$ cat config.mk
export PLATFORM = sky130hd
export DESIGN_NAME = id_ex_stage
export DESIGN_NICKNAME = d
export VERILOG_FILES = /design/src/rtl/pipeline_pkg.sv /design/src/rtl/hazard_detect.sv /design/src/rtl/id_ex_stage.sv
export SDC_FILE = /design/constraint.sdc
export NUM_CORES = 1
export LEC_CHECK = 0
export BUFFER_PORTS_ARGS = -buffer_cell sky130_fd_sc_hd__buf_2
export CAP_MARGIN = 20
export CELL_PAD_IN_SITES_DETAIL_PLACEMENT = 1
export CELL_PAD_IN_SITES_GLOBAL_PLACEMENT = 1
export CORE_ASPECT_RATIO = 0.8
export CORE_MARGIN = 4
export CORE_UTILIZATION = 38
export CTS_CLUSTER_DIAMETER = 100
export DETAILED_ROUTE_END_ITERATION = 12
export PLACE_DENSITY_LB_ADDON = 0.1
export REMOVE_ABC_BUFFERS = 1
export SLEW_MARGIN = 20
export SYNTH_ARGS = -nofsm -noshare
export SYNTH_HDL_FRONTEND = slang
export SYNTH_SLANG_ARGS = --single-unit
$ cat constraint.sdc
create_clock -name clk -period 5.7 [get_ports clk]
set_input_delay 1.71 -clock clk [delete_from_list [all_inputs] [get_ports clk]]
set_output_delay 1.71 -clock clk [all_outputs]
set_load 0.05 [all_outputs]
$ cat src/rtl/pipeline_pkg.sv
// Shared pipeline types and constants for the 16-bit, 16-register 5-stage core.
// Latency: n/a (types and constants only).
// Backpressure: n/a.
package pipeline_pkg;

  localparam int ALUOP_W = 4;

  // Writes to R0 are discarded, so R0 never carries a producer dependence.
  localparam logic [3:0] REG_ZERO = 4'd0;

  // ALU operation encodings carried in the control bundle.
  localparam logic [ALUOP_W-1:0] ALU_ADD = 4'h0;
  localparam logic [ALUOP_W-1:0] ALU_SUB = 4'h1;
  localparam logic [ALUOP_W-1:0] ALU_AND = 4'h2;
  localparam logic [ALUOP_W-1:0] ALU_OR  = 4'h3;
  localparam logic [ALUOP_W-1:0] ALU_XOR = 4'h4;
  localparam logic [ALUOP_W-1:0] ALU_SLL = 4'h5;
  localparam logic [ALUOP_W-1:0] ALU_SRL = 4'h6;
  localparam logic [ALUOP_W-1:0] ALU_SLT = 4'h7;

  // Control bundle travelling down the pipeline with each instruction.
  typedef struct packed {
    logic               regWrite;
    logic               memRead;
    logic               memWrite;
    logic               memToReg;
    logic [ALUOP_W-1:0] aluOp;
  } ctrl_t;

  // All-zero control is a harmless bubble in every pipeline register.
  localparam ctrl_t CTRL_NOP = '0;

endpackage

$ cat src/rtl/hazard_detect.sv
// Load-use hazard detection between the decode slot and a load sitting in EX.
// Latency: purely combinational, same cycle.
// Backpressure: stall is suppressed while a flush kills the slot or a global freeze holds the pipe.
module hazard_detect
  import pipeline_pkg::*;
#(
  parameter int REG_W = 4
) (
  input  logic             idValid,
  input  logic [REG_W-1:0] idRs,
  input  logic [REG_W-1:0] idRt,
  input  logic             idUsesRs,
  input  logic             idUsesRt,
  input  logic             idMemWrite,
  input  logic             exValid,
  input  logic             exMemRead,
  input  logic [REG_W-1:0] exRd,
  input  logic             flush,
  input  logic             freeze,
  output logic             loadUse,
  output logic             stall
);

  logic rsHit;
  logic rtHit;

  // A store whose only dependence is its data operand (Rt) is covered by
  // MEM-to-MEM forwarding; a dependent base register still needs the bubble.
  always_comb begin
    rsHit   = idUsesRs & (exRd == idRs);
    rtHit   = idUsesRt & (exRd == idRt) & ~(idMemWrite & ~rsHit);
    loadUse = idValid & exValid & exMemRead &
              (exRd != REG_W'(REG_ZERO)) & (rsHit | rtHit);
    stall   = loadUse & ~flush & ~freeze;
  end

endmodule

$ cat src/rtl/id_ex_stage.sv
// ID/EX pipeline register with load-use bubble insertion and a saturating bubble counter.
// Latency: one cycle from ID_* to IDEX_*; Stall is combinational in the same cycle.
// Backpressure: Freeze holds all state; Stall holds PC and IF/ID while one bubble is inserted.
module id_ex_stage
  import pipeline_pkg::*;
#(
  parameter int DATA_W = 16,
  parameter int REG_W  = 4,
  parameter int CNT_W  = 16
) (
  input  logic              clk,
  input  logic              rst_n,
  input  logic              ID_Valid,
  input  logic [REG_W-1:0]  ID_Rs,
  input  logic [REG_W-1:0]  ID_Rt,
  input  logic [REG_W-1:0]  ID_Rd,
  input  logic              ID_UsesRs,
  input  logic              ID_UsesRt,
  input  logic              ID_RegWrite,
  input  logic              ID_MemRead,
  input  logic              ID_MemWrite,
  input  logic              ID_MemToReg,
  input  logic [3:0]        ID_ALUOp,
  input  logic [DATA_W-1:0] ID_RsData,
  input  logic [DATA_W-1:0] ID_RtData,
  input  logic [DATA_W-1:0] ID_Imm,
  input  logic              Flush,
  input  logic              Freeze,
  output logic              Stall,
  output logic              IDEX_Valid,
  output logic [REG_W-1:0]  IDEX_Rs,
  output logic [REG_W-1:0]  IDEX_Rt,
  output logic [REG_W-1:0]  IDEX_Rd,
  output logic              IDEX_RegWrite,
  output logic              IDEX_MemRead,
  output logic              IDEX_MemWrite,
  output logic              IDEX_MemToReg,
  output logic [3:0]        IDEX_ALUOp,
  output logic [DATA_W-1:0] IDEX_RsData,
  output logic [DATA_W-1:0] IDEX_RtData,
  output logic [DATA_W-1:0] IDEX_Imm,
  output logic [CNT_W-1:0]  StallCount
);

  ctrl_t       idCtrl;
  ctrl_t       exCtrl;
  logic        loadUse;
  logic        loadBubble;

  assign idCtrl = '{regWrite: ID_RegWrite, memRead: ID_MemRead, memWrite: ID_MemWrite,
                    memToReg: ID_MemToReg, aluOp: ID_ALUOp};

  assign IDEX_RegWrite = exCtrl.regWrite;
  assign IDEX_MemRead  = exCtrl.memRead;
  assign IDEX_MemWrite = exCtrl.memWrite;
  assign IDEX_MemToReg = exCtrl.memToReg;
  assign IDEX_ALUOp    = exCtrl.aluOp;

  hazard_detect #(
    .REG_W(REG_W)
  ) uHazard (
    .idValid   (ID_Valid),
    .idRs      (ID_Rs),
    .idRt      (ID_Rt),
    .idUsesRs  (ID_UsesRs),
    .idUsesRt  (ID_UsesRt),
    .idMemWrite(ID_MemWrite),
    .exValid   (IDEX_Valid),
    .exMemRead (exCtrl.memRead),
    .exRd      (IDEX_Rd),
    .flush     (Flush),
    .freeze    (Freeze),
    .loadUse   (loadUse),
    .stall     (Stall)
  );

  // Flush, a load-use hazard and an empty decode slot all load the same
  // all-zero bubble; which one caused it only matters to the counter.
  assign loadBubble = Flush | loadUse | ~ID_Valid;

  // Pipeline register: hold on freeze, otherwise bubble or capture decode.
  always_ff @(posedge clk or negedge rst_n) begin
    if (!rst_n) begin
      IDEX_Valid  <= 1'b0;
      IDEX_Rs     <= '0;
      IDEX_Rt     <= '0;
      IDEX_Rd     <= '0;
      exCtrl      <= CTRL_NOP;
      IDEX_RsData <= '0;
      IDEX_RtData <= '0;
      IDEX_Imm    <= '0;
    end else if (!Freeze) begin
      if (loadBubble) begin
        IDEX_Valid  <= 1'b0;
        IDEX_Rs     <= '0;
        IDEX_Rt     <= '0;
        IDEX_Rd     <= '0;
        exCtrl      <= CTRL_NOP;
        IDEX_RsData <= '0;
        IDEX_RtData <= '0;
        IDEX_Imm    <= '0;
      end else begin
        IDEX_Valid  <= 1'b1;
        IDEX_Rs     <= ID_Rs;
        IDEX_Rt     <= ID_Rt;
        IDEX_Rd     <= ID_Rd;
        exCtrl      <= idCtrl;
        IDEX_RsData <= ID_RsData;
        IDEX_RtData <= ID_RtData;
        IDEX_Imm    <= ID_Imm;
      end
    end
  end

  // Count inserted load-use bubbles; a flush that wins the same cycle is not one.
  always_ff @(posedge clk or negedge rst_n) begin
    if (!rst_n) begin
      StallCount <= '0;
    end else if (!Freeze && !Flush && loadUse && (StallCount != {CNT_W{1'b1}})) begin
      StallCount <= StallCount + 1'b1;
    end
  end

endmodule

# After elaboration in Yosys (flattened, before gate mapping)
# Cells that the tools add are included.
# classes
mux	8
bitwise_logic	18
eq_ne	3
reduce_logical	6
add_sub_neg	1
# op_table
cell	n
$mux W16	3
$add A16 B1 Y16 const B	1
$ne A16 B16 Y1 const B	1
$mux W4	3
$and A1 B1 Y1	10
$eq A4 B4 Y1	2
$mux W8	1
$not A1 Y1	5
$reduce_bool A4 Y1	1
$logic_and A1 B1 Y1	3
$or A1 B1 Y1	3
$logic_not A1 Y1	2
$mux W1	1
# word_totals
out_inout_bits	86
in_bits	75
ff_bits	85
elab_cells	49

# Longest topological paths before layout
# Gate-level depths: netlist of run 1.
# depth
word_depth	11
mapped_depth	9
ltp_nobuf	6

# Hierarchy
# From an unflattened synthesis of run 1, not the netlist that was laid out.
# unflattened
hier_cells	247
area_unflattened_um2	3375.7
# by_module_without_submodules
module	n_inst	cells_per_inst	area_each_um2	seq_area_each_um2
id_ex_stage	1	225	3238.1	2127.0
hazard_detect	1	22	137.6	0.0

# Least setup slack after synthesis of run 1
# OpenSTA, ideal clock, no wires.
# synth_timing
path_kind	input port to output port
startpoint	in ID_Rs[1]
endpoint	out Stall
path_stages	5
n_path_buf	1
arrival_time_ns	2.798
path_slack_ns	1.192
cell_sequence	xor2_1 > nor4_1 > a21o_1 > buf_4 > and2_1
# synth_between
elab_chain_len	10
# synth_lines
item	line_no	rtl
start, declared	id_ex_stage.sv:14	input logic [REG_W-1:0] ID_Rs,
$eq A4 B4 Y1 *	hazard_detect.sv:30	rsHit = idUsesRs & (exRd == idRs);
$and A1 B1 Y1 *	hazard_detect.sv:30	
$not A1 Y1	hazard_detect.sv:31	rtHit = idUsesRt & (exRd == idRt) & ~(idMemWrite & ~rsHit);
$and A1 B1 Y1	hazard_detect.sv:31	
$not A1 Y1	hazard_detect.sv:31	
$and A1 B1 Y1	hazard_detect.sv:31	
$or A1 B1 Y1 *	hazard_detect.sv:33	(exRd != REG_W'(REG_ZERO)) & (rsHit | rtHit);
$and A1 B1 Y1 *	hazard_detect.sv:33	
$and A1 B1 Y1 * (2 in a row)	hazard_detect.sv:34	stall = loadUse & ~flush & ~freeze;
end, declared	id_ex_stage.sv:29	output logic Stall,
# Every way passes the cells marked *; elsewhere a longest branch is shown, timed or not.

# Worst setup path in the final report of run 1
# Ends and elaborated chain as after synthesis.

==> results of run 1 <==
==> layout by cell type (no fill, tap or decap), drive strengths merged, types with 2 or more instances in the layout <==
master / instances
a22o: 68
dfrtp: 85
xnor2: 15
nand4: 9
nand3: 10
a21o: 2
nand2: 9
inv: 6
xor2: 4
nor2: 6
clkbuf: 10
a31oi: 2
buf: 164
bufinv: 2
clkinvlp: 2
nor4: 7
and3: 3
==> cell type report <==
type	count	area, um^2
multi-input combinational	146	1120
fill	979	4080
clock buffer	10	138
inverter	5	18.8
tap	112	140
timing repair buffer	164	857
clock inverter	5	83.8
sequential	85	2130
==> synth_stat cells, types with 2 or more instances <==
master                     count
sky130_fd_sc_hd__nor2_1        6
sky130_fd_sc_hd__a21o_1        2
sky130_fd_sc_hd__and3_1        3
sky130_fd_sc_hd__nand4_1       9
sky130_fd_sc_hd__inv_1         4
sky130_fd_sc_hd__buf_2         6
sky130_fd_sc_hd__nand2_1       9
sky130_fd_sc_hd__xor2_1        4
sky130_fd_sc_hd__clkbuf_1      8
sky130_fd_sc_hd__a22o_1       68
sky130_fd_sc_hd__nand3_1      10
sky130_fd_sc_hd__buf_4         3
sky130_fd_sc_hd__a31oi_1       2
sky130_fd_sc_hd__nor4_1        7
sky130_fd_sc_hd__dfrtp_1      85
sky130_fd_sc_hd__xnor2_1      15
==> critical path: stages <==
cell	delay, ps
sky130_fd_sc_hd__buf_2	120
sky130_fd_sc_hd__xor2_1	130
sky130_fd_sc_hd__nor4_1	310
sky130_fd_sc_hd__a21o_1	150
sky130_fd_sc_hd__and2_1	150
sky130_fd_sc_hd__buf_2	270
==> cells by family (layout without fill, tap and decap cells) <==
| group | Yosys count | count (layout) | synth area share [%] |
|---|---|---|---|
| compound gates | 77 | 77 | 20.1 |
| xor+xnor | 19 | 19 | 4.96 |
| fa+ha+maj | 1 | 1 | 0.373 |
| buf+inv | 23 | 184 | 3.35 |
| flops | 85 | 85 | 63.4 |
| mux | 1 | 1 | 0.335 |
| simple gates | 48 | 48 | 7.49 |
==> routing by layer <==
metal | wire length, um | share of wire [%] | vias to the layer above
met5 | 27 | 0.27 | -
met4 | 53 | 0.53 | 4
met3 | 922 | 9.3 | 12
met2 | 4390 | 44 | 126
met1 | 4540 | 46 | 1352
li1 | - | - | 1271
==> through the flow <==
step,utilization [%],hold WS (ps),area [um^2]
after floorplan,-,817,3260
after global placement,49.4,487,4230
after detailed placement,49.7,492,4260
after CTS,52.3,513,4480
after global routing,52.4,533,4480
final,52.4,506,4480
==> sequential cells by signal (all words and copies together), names as in the netlist <==
signal         flops
IDEX_ALUOp         4
IDEX_Imm          16
IDEX_MemRead       1
IDEX_MemToReg      1
IDEX_MemWrite      1
IDEX_Rd            4
IDEX_RegWrite      1
IDEX_Rs            4
IDEX_RsData       16
IDEX_Rt            4
IDEX_RtData       16
IDEX_Valid         1
StallCount        16
==> power by group <==
group | switching, mW | total (mW) | internal (mW)
Sequential | 0.0177 | 0.647 | 0.630
Clock | 0.212 | 0.470 | 0.258
Combinational | 0.160 | 0.224 | 0.0640
==> worst max path at each step <==
| stage | startpoint | end | slack (ps) | depth (start not counted) |
|---|---|---|---|---|
| floorplan | ID_Rs[1] | Stall | 1000 | 4 |
| global placement | ID_Rs[1] | Stall | 1160 | 6 |
| detailed placement | ID_Rs[1] | Stall | 1150 | 6 |
| CTS | ID_Rs[1] | Stall | 1140 | 6 |
| global route | ID_Rs[0] | Stall | 1000 | 6 |
| finish | ID_Rs[1] | Stall | 1160 | 6 |
==> results.yml, run 1 <==
run_status:
  outcome: "complete, no violations"
floorplanning:
  initial_utilization_pct: 39.2
  die-area_um2: 10400
  dieHeight_um: 92.1
  ios: 161
  fp.dieW_um: 113
  placement_rows: 30
  core_um2: 8560
synth:
  netlist_area_um2: 3360
  ys_types: 29
  synth.yosys.warnings: 0
  postSynthAreaPerCell_um2: 13.2
  number_of_flops_mapped_to_enable_cells_by_yosys: 0
  synth_top_area_cell: "sky130_fd_sc_hd__dfrtp_1"
  synth_sequential_area_ratio_pct: 63.4
  netlist_top_cells_area: "sky130_fd_sc_hd__dfrtp_1, sky130_fd_sc_hd__a22o_1, sky130_fd_sc_hd__xnor2_1, sky130_fd_sc_hd__nand4_1, sky130_fd_sc_hd__nand3_1"
  yosys.area.top_type_share_pct: 63.4
  ys_ff_latch: 85
  syn_inst: 254
  ys_dominant_reg_cell: "sky130_fd_sc_hd__dfrtp_1"
  share_of_async_settable_or_async_resettable_flops_after_synthesis_pct: 100
route:
  first_pass_iters: 4
  drt_iter0_markers: 158
  wl_um: 9930
  routed_via_density: 5.25
  num_vias: 2765
  route.antenna.remaining_nets: 0
  routedWlPerCell_um: 18.8
  drc_errors: 0
flow_run:
  cap_viol_max_count: 0
timing:
  fmax_mhz: 220
  final_clock_period_utilization_by_the_worst_path_pct: 79.7
  setup_repair_after_global_routing_missed_its_margin: "false"
  timing.slew.headroom_pct: 48.7
  drv_slew: 0
  timing_worst_slew_pin_value_ps: 768
  hold_viol: 0
  post-route-worst-setup-slack_ps: 1160
  final.setup_skew_ps: 5.90
  min_period_ps: 4540
  final.setup.tns_ps: 0
  final_setup_violation_count: 0
clock_network:
  clockRootBuffer: "sky130_fd_sc_hd__clkbuf_8"
  clock_path_buffers: 2
  cts.clk_slew.worst_paths_ps: 80
  worstSkewPairLatency_ps: 340
  cts_repair_resize_count: 0
  ctsHoldBuffers: 0
  clock_sink_count: 85
  htree_num_levels: 3
  cts.repair_timing.setup_buffer_count: 0
  cts_inserted_buffers: 9
  cts_tree: "yes"
worst_setup_path:
  worst-endpoint-arrival_ps: 2830
  worst-setup-path-type: "input port to primary output"
  worst_setup_path_end_kind: "primary output"
  crit_path_start_kind: "input port"
  r2r_end: "IDEX_RtData[12]$_DFFE_PN0N_"
  rr_startpoint: "IDEX_Rd[1]$_DFFE_PN0N_"
  timing.critical_path.required_ps: 3990
  timing.reg2reg.worst_path_depth: 8
  timing.critical_path.fanout_max: 2
  timing.reg2reg.setup_slack_ps: 3180
placement:
  placedCellCount: 512
  io_buffer_count: 160
  routabilityCongestion: 0.798
  detailedPlacementHpwl_um: 7230
  dp_slack_ps: 1150
global_routing:
  grt_pass1_wl_um: 16200
  grt_pass1_vias: 2969
  gr-total-overflow: 0
  groute.layer.met3.usage_pct: 6.79
  grt_max_degree: 86
  grt_antenna_before_repair: 2
  grt_busiest_layer: "met2"
  groute.layer.met2.usage_pct: 30.0
  grt_use_met1_pct: 27.1
  grt_util_all_layers_pct: 19.7
final_layout:
  areaGrowthSynthToFinish_pct: 33.5
  diodes_inserted: 0
  finish.cell_count_without_fillers: 527
  post_route_cells_drive_above_1_share_pct: 44.1
  finalNetCount: 487
worst_hold_path:
  hold-path-endpoint: "IDEX_RtData[15]$_DFFE_PN0N_"
  holdCritStartpoint: "IDEX_RtData[15]$_DFFE_PN0N_"
  worst_hold_path_cell_count: 1
  hold_path_class: "flop to flop"
pwr:
  p_per_area_nw_per_um2: 299
  total_power_mw: 1.34
  ir_drop_mv: 0.134
  power.static_leakage_nw: 2.44
Note: power is estimated with default switching activity, not from simulation.
==> run 2: changes to the inputs <==
--- a/config.mk
+++ b/config.mk
@@ -11,7 +11,7 @@
 export CELL_PAD_IN_SITES_GLOBAL_PLACEMENT = 1
 export CORE_ASPECT_RATIO = 0.8
 export CORE_MARGIN = 4
-export CORE_UTILIZATION = 38
+export CORE_UTILIZATION = 35
 export CTS_CLUSTER_DIAMETER = 100
 export DETAILED_ROUTE_END_ITERATION = 12
 export PLACE_DENSITY_LB_ADDON = 0.1
==> constraint.sdc (replaced) <==
create_clock -name clk -period 4.4 [get_ports clk]
set_input_delay 1.32 -clock clk [delete_from_list [all_inputs] [get_ports clk]]
set_output_delay 1.32 -clock clk [all_outputs]
set_load 0.05 [all_outputs]
==> run 2 against run 1 <==
  * Wire length down 2.3%
  * Via count is 0.98% lower
  * Die area increased by 7.9%
  * Register-to-register slack worse by 930 ps
  * Worst hold slack lost 2.0 ps
  * Cell count grew 0.57%
  * Clock skew up 3.3 ps
  * Cell area up 1.2%
  * Flip-flop and latch count unchanged
  * Highest routed layer unchanged
  * Critical path type unchanged
==> results.yml, run 2 (same netlist as run 1, synthesis figures left out) <==
route:
  route.antenna.remaining_nets: 0
  wl_met3_um: 794
  wl_um: 9710
  num_vias: 2738
  routedWlPerCell_um: 18.3
  drt_iter0_markers: 140
  first_pass_iters: 4
  routed-wl-met2_um: 4520
  dr.max_layer_used: "met5"
  drc_errors: 0
  routedLengthMet1_um: 4310
  routed_via_density: 5.17
clock_network:
  cts.repair_timing.setup_buffer_count: 0
  worstSkewPairLatency_ps: 330
  clock_path_buffers: 2
  clockRootBuffer: "sky130_fd_sc_hd__clkbuf_16"
  cts_repair_resize_count: 0
  htree_num_levels: 3
  cts.clk_slew.worst_paths_ps: 60
  cts_tree: "yes"
  cts_inserted_buffers: 9
  clock_sink_count: 85
  ctsHoldBuffers: 0
floorplanning:
  core_um2: 9190
  placement_rows: 31
  die-area_um2: 11200
  fp.dieW_um: 117
  initial_utilization_pct: 36.5
  ios: 161
  dieHeight_um: 95.6
final_layout:
  fin_util_pct: 49.4
  areaGrowthSynthToFinish_pct: 35.1
  finalNetCount: 486
  layout_common_cells: "sky130_fd_sc_hd__buf_2, sky130_fd_sc_hd__dfrtp_1, sky130_fd_sc_hd__a22o_1, sky130_fd_sc_hd__xnor2_1, sky130_fd_sc_hd__nand3_1"
  post_route_cells_drive_above_1_share_pct: 43.9
  diodes_inserted: 0
  most_frequent_standard_cell_in_the_layout_excluding_fill_and_tap_cells: "sky130_fd_sc_hd__buf_2"
global_routing:
  grt_util_all_layers_pct: 17.5
  grt_max_degree: 86
  grt_antenna_before_repair: 2
  gr-total-overflow: 0
  grt_pass1_wl_um: 15700
  grt_pass1_vias: 2905
timing:
  final_clock_period_utilization_by_the_worst_path_pct: 87.6
  timing.slew.headroom_pct: 48.4
  min_period_ps: 3850
  final_setup_violation_count: 0
  fmax_mhz: 259
  setup_repair_after_global_routing_missed_its_margin: "false"
  final.setup_skew_ps: 9.17
  timing_worst_slew_pin_value_ps: 774
  drv_slew: 0
  hold_viol: 0
  final.setup.tns_ps: 0
worst_setup_path:
  timing.critical_path.required_ps: 3080
  timing.reg2reg.worst_path_depth: 5
  timing.critical_path.fanout_max: 2
  setup.worst_path.start: "ID_Rs[1]"
  crit_path_start_kind: "input port"
  worst-endpoint-arrival_ps: 2530
  timing.reg2reg.setup_slack_ps: 2250
  r2r_end: "StallCount[1]$_DFFE_PN0P_"
  rr_startpoint: "StallCount[0]$_DFFE_PN0P_"
  worst-setup-path-type: "input port to primary output"
  worst_setup_path_end_kind: "primary output"
pwr:
  power.static_leakage_nw: 2.47
  p_per_area_nw_per_um2: 405
  ir_drop_mv: 0.222
worst_hold_path:
  worst_hold_path_cell_count: 1
  hold-path-endpoint: "IDEX_ALUOp[2]$_DFFE_PN0N_"
  holdCritStartpoint: "IDEX_ALUOp[2]$_DFFE_PN0N_"
  hold_path_class: "flop to flop"
placement:
  io_buffer_count: 160
  routabilityCongestion: 0.777
  detailedPlacementHpwl_um: 6850
run_status:
  outcome: "complete, no violations"
flow_run:
  cap_viol_max_count: 0
==> run 2: worst max-delay path, stage by stage <==
cell and delay [ps]:
sky130_fd_sc_hd__buf_2 110, sky130_fd_sc_hd__xor2_1 130, sky130_fd_sc_hd__nor4_1 370, sky130_fd_sc_hd__a21o_1 180, sky130_fd_sc_hd__and2_1 160, sky130_fd_sc_hd__buf_2 260
==> run 2: layer usage <==
metal | up-vias | global-route usage [%]
li1 | 1267 | -
met1 | 1351 | 22.5
met2 | 105 | 28.6
met3 | 11 | 6.64
met4 | 4 | 4.10
met5 | - | 0
==> run 2: area by class of cell <==
class	instances	area, um^2
fill	1018	4660
sequential	85	2130
timing repair buffer	163	842
clock inverter	5	45.0
clock buffer	11	243
multi-input combinational	146	1120
inverter	5	18.8
tap	115	144
==> run 2: stage by stage <==
step	area, um^2	hold slack, ps	total power, mW	instances	worst slack, ps
final	4540	504	1.84	530	546
after global routing	4540	515	1.92	530	438
after CTS	4530	508	1.87	530	533
after detailed placement	4250	494	1.14	514	536
after global placement	4250	487	1.14	514	565
after floorplan	3260	817	1.02	236	484
==> run 2: power breakdown <==
part	total (mW)	switching, mW	internal [mW]	leakage, nW
Clock	0.711	0.306	0.405	0.138
Combinational	0.288	0.206	0.0818	1.18
Sequential	0.839	0.0227	0.817	1.15
Total	1.84	0.534	1.30	2.47
==> run 2: worst max path at each step <==
stage / endpoint / slack, ps / cells after the start
floorplan: Stall / 480 / 4
global placement: Stall / 570 / 6
detailed placement: Stall / 540 / 6
CTS: Stall / 530 / 6
global route: Stall / 440 / 6
finish: Stall / 550 / 6
==> run 3: changes to the inputs <==
--- a/config.mk
+++ b/config.mk
@@ -15,6 +15,7 @@
 export CTS_CLUSTER_DIAMETER = 100
 export DETAILED_ROUTE_END_ITERATION = 12
 export PLACE_DENSITY_LB_ADDON = 0.1
+export RECOVER_POWER = 25
 export REMOVE_ABC_BUFFERS = 1
 export SLEW_MARGIN = 20
 export SYNTH_ARGS = -nofsm -noshare
==> run 3 against run 2 <==
  * The flow now finishes with violations (capacitance limit, slew limit)
  * Sequential power hardly changed
  * Worst setup slack is the same
  * Flip-flop and latch count unchanged
  * Via count about the same
  * Highest routed layer unchanged
  * Non-clock buffer count is the same
  * Sequential share of layout area up 0.065 points
  * Largest power group unchanged
==> results.yml, run 3 (same netlist as run 1, synthesis figures left out) <==
run_status:
  outcome: "complete, but fails checks"
  violations: "capacitance limit, slew limit"
global_routing:
  grt_util_all_layers_pct: 17.5
  gr-total-overflow: 0
  grt_pass1_wl_um: 15700
  grt_max_degree: 86
  grt_pass1_vias: 2905
  grt_antenna_before_repair: 2
floorplanning:
  placement_rows: 31
  dieHeight_um: 95.6
  core_um2: 9190
  ios: 161
  die-area_um2: 11200
  fp.dieW_um: 117
  initial_utilization_pct: 36.5
route:
  num_vias: 2737
  routedWlPerCell_um: 18.3
  first_pass_iters: 4
  wl_um: 9710
  drt_iter0_markers: 140
  route.antenna.remaining_nets: 0
  drc_errors: 0
  routed_via_density: 5.16
worst_setup_path:
  critPathMostFrequentCell: "sky130_fd_sc_hd__buf_2"
  rr_startpoint: "StallCount[0]$_DFFE_PN0P_"
  timing.critical_path.required_ps: 3080
  worst_path_dominant_cell_family: "simple AND/OR/NAND/NOR gates"
  setup.worst_path.start: "ID_Rs[1]"
  timing.critical_path.fanout_max: 2
  worst-endpoint-arrival_ps: 2530
  timing.critical_path.cells: "buf_2 -> xor2_1 -> nor4_1 -> a21o_1 -> and2_1 -> buf_2"
  crit_path_start_kind: "input port"
  slowest_stage_delay_cp_ps: 370
  worst-setup-path-type: "input port to primary output"
  critical_path_buf_inv_count: 2
  slowest_stage: "sky130_fd_sc_hd__nor4_1"
  worst_setup_path_end_kind: "primary output"
timing:
  fmax_mhz: 259
  final_setup_violation_count: 0
  timing.slew.headroom_pct: -40.5
  final_clock_period_utilization_by_the_worst_path_pct: 87.6
  final.setup_skew_ps: 9.17
  setup_repair_after_global_routing_missed_its_margin: "false"
  final.setup.tns_ps: 0
  drv_slew: 86
  timing_worst_slew_pin_value_ps: 2110
  timing.hold.ws_ps: 504
  hold_viol: 0
  min_period_ps: 3850
final_layout:
  areaGrowthSynthToFinish_pct: 35.0
  diodes_inserted: 0
  finalNetCount: 486
  most_frequent_standard_cell_in_the_layout_excluding_fill_and_tap_cells: "sky130_fd_sc_hd__buf_2"
  post_route_cells_drive_above_1_share_pct: 43.9
  design_area_um2: 4530
  fillCellCount: 1019
  layout_common_cells: "sky130_fd_sc_hd__buf_2, sky130_fd_sc_hd__dfrtp_1, sky130_fd_sc_hd__a22o_1, sky130_fd_sc_hd__xnor2_1, sky130_fd_sc_hd__nand3_1"
pwr:
  internal_power_mw: 1.30
  seq_power_share_pct: 45.7
  ir_drop_mv: 0.222
  power.share.switching_pct: 29.1
  clk_network_pwr_share_pct: 38.7
  power.static_leakage_nw: 2.47
  power_switching_uw: 534
  p_per_area_nw_per_um2: 405
  comb_power_share_pct: 15.6
clock_network:
  cts.repair_timing.setup_buffer_count: 0
  clock_sink_count: 85
  worstSkewPairLatency_ps: 330
  clock_path_buffers: 2
  clockRootBuffer: "sky130_fd_sc_hd__clkbuf_16"
  cts_repair_resize_count: 0
  cts_inserted_buffers: 9
  cts.clk_slew.worst_paths_ps: 60
  htree_num_levels: 3
  cts_tree: "yes"
  ctsHoldBuffers: 0
placement:
  detailedPlacementHpwl_um: 6850
  placedInstanceArea_um2: 4250
  routabilityCongestion: 0.777
  io_buffer_count: 160
flow_run:
  cap_viol_max_count: 1
worst_hold_path:
  holdCritStartpoint: "IDEX_ALUOp[2]$_DFFE_PN0N_"
  hold_path_class: "flop to flop"
-- run 3: cell count changes in the layout (fill, tap and decap cells not counted), sizes merged --
cell    delta
buf        -1
clkbuf     +1
-- run 3: area by class of cell --
type                    count  area [um^2]  area share, %
multi-input cells         146         1120           24.7
flip-flops and latches     85         2130           46.9
clock inverters             5         45.0          0.994
well taps                 115          144           3.18
repair buffers            163          836           18.4
inverters                   5         18.8          0.414
clock buffers              11          243           5.36
-- run 3: routing by layer --
layer / wire length, um / vias to the layer above / GRT usage [%]
met4: 69 / 4 / 4.10
met1: 4310 / 1350 / 22.5
li1: - / 1267 / -
met3: 794 / 11 / 6.64
met5: 14 / - / 0
met2: 4520 / 105 / 28.6
-- run 3: per-stage QoR --
step / instances / power (mW) / util [%] / worst slack (ps)
floorplan: 236 / 1.02 / - / 484
global placement: 514 / 1.14 / 46.2 / 565
detailed placement: 514 / 1.14 / 46.2 / 536
CTS: 530 / 1.87 / 49.3 / 533
global route: 530 / 1.92 / 49.3 / 438
finish: 530 / 1.84 / 49.3 / 546
-- run 3: final timing paths --
kind,end,cells past startpoint,slack (ps)
min in group asynchronous,IDEX_ALUOp[2]$_DFFE_PN0N_,1,1600
min reg2reg,IDEX_ALUOp[2]$_DFFE_PN0N_,1,500
max in group asynchronous,IDEX_MemRead$_DFFE_PN0N_,1,1560
min,IDEX_ALUOp[2]$_DFFE_PN0N_,1,500
max reg2reg,StallCount[1]$_DFFE_PN0P_,5,2250
max,Stall,6,550
-- run 3: power by group through the flow --
stage	Clock, mW	Sequential [mW]	Combinational [mW]
6_report	0.711	0.840	0.287
5_1_grt	0.774	0.845	0.305
4_1_cts	0.737	0.839	0.291
2_1_floorplan	0	0.977	0.0473
3_5_place_dp	0	0.853	0.292
3_3_place_gp	0	0.853	0.288
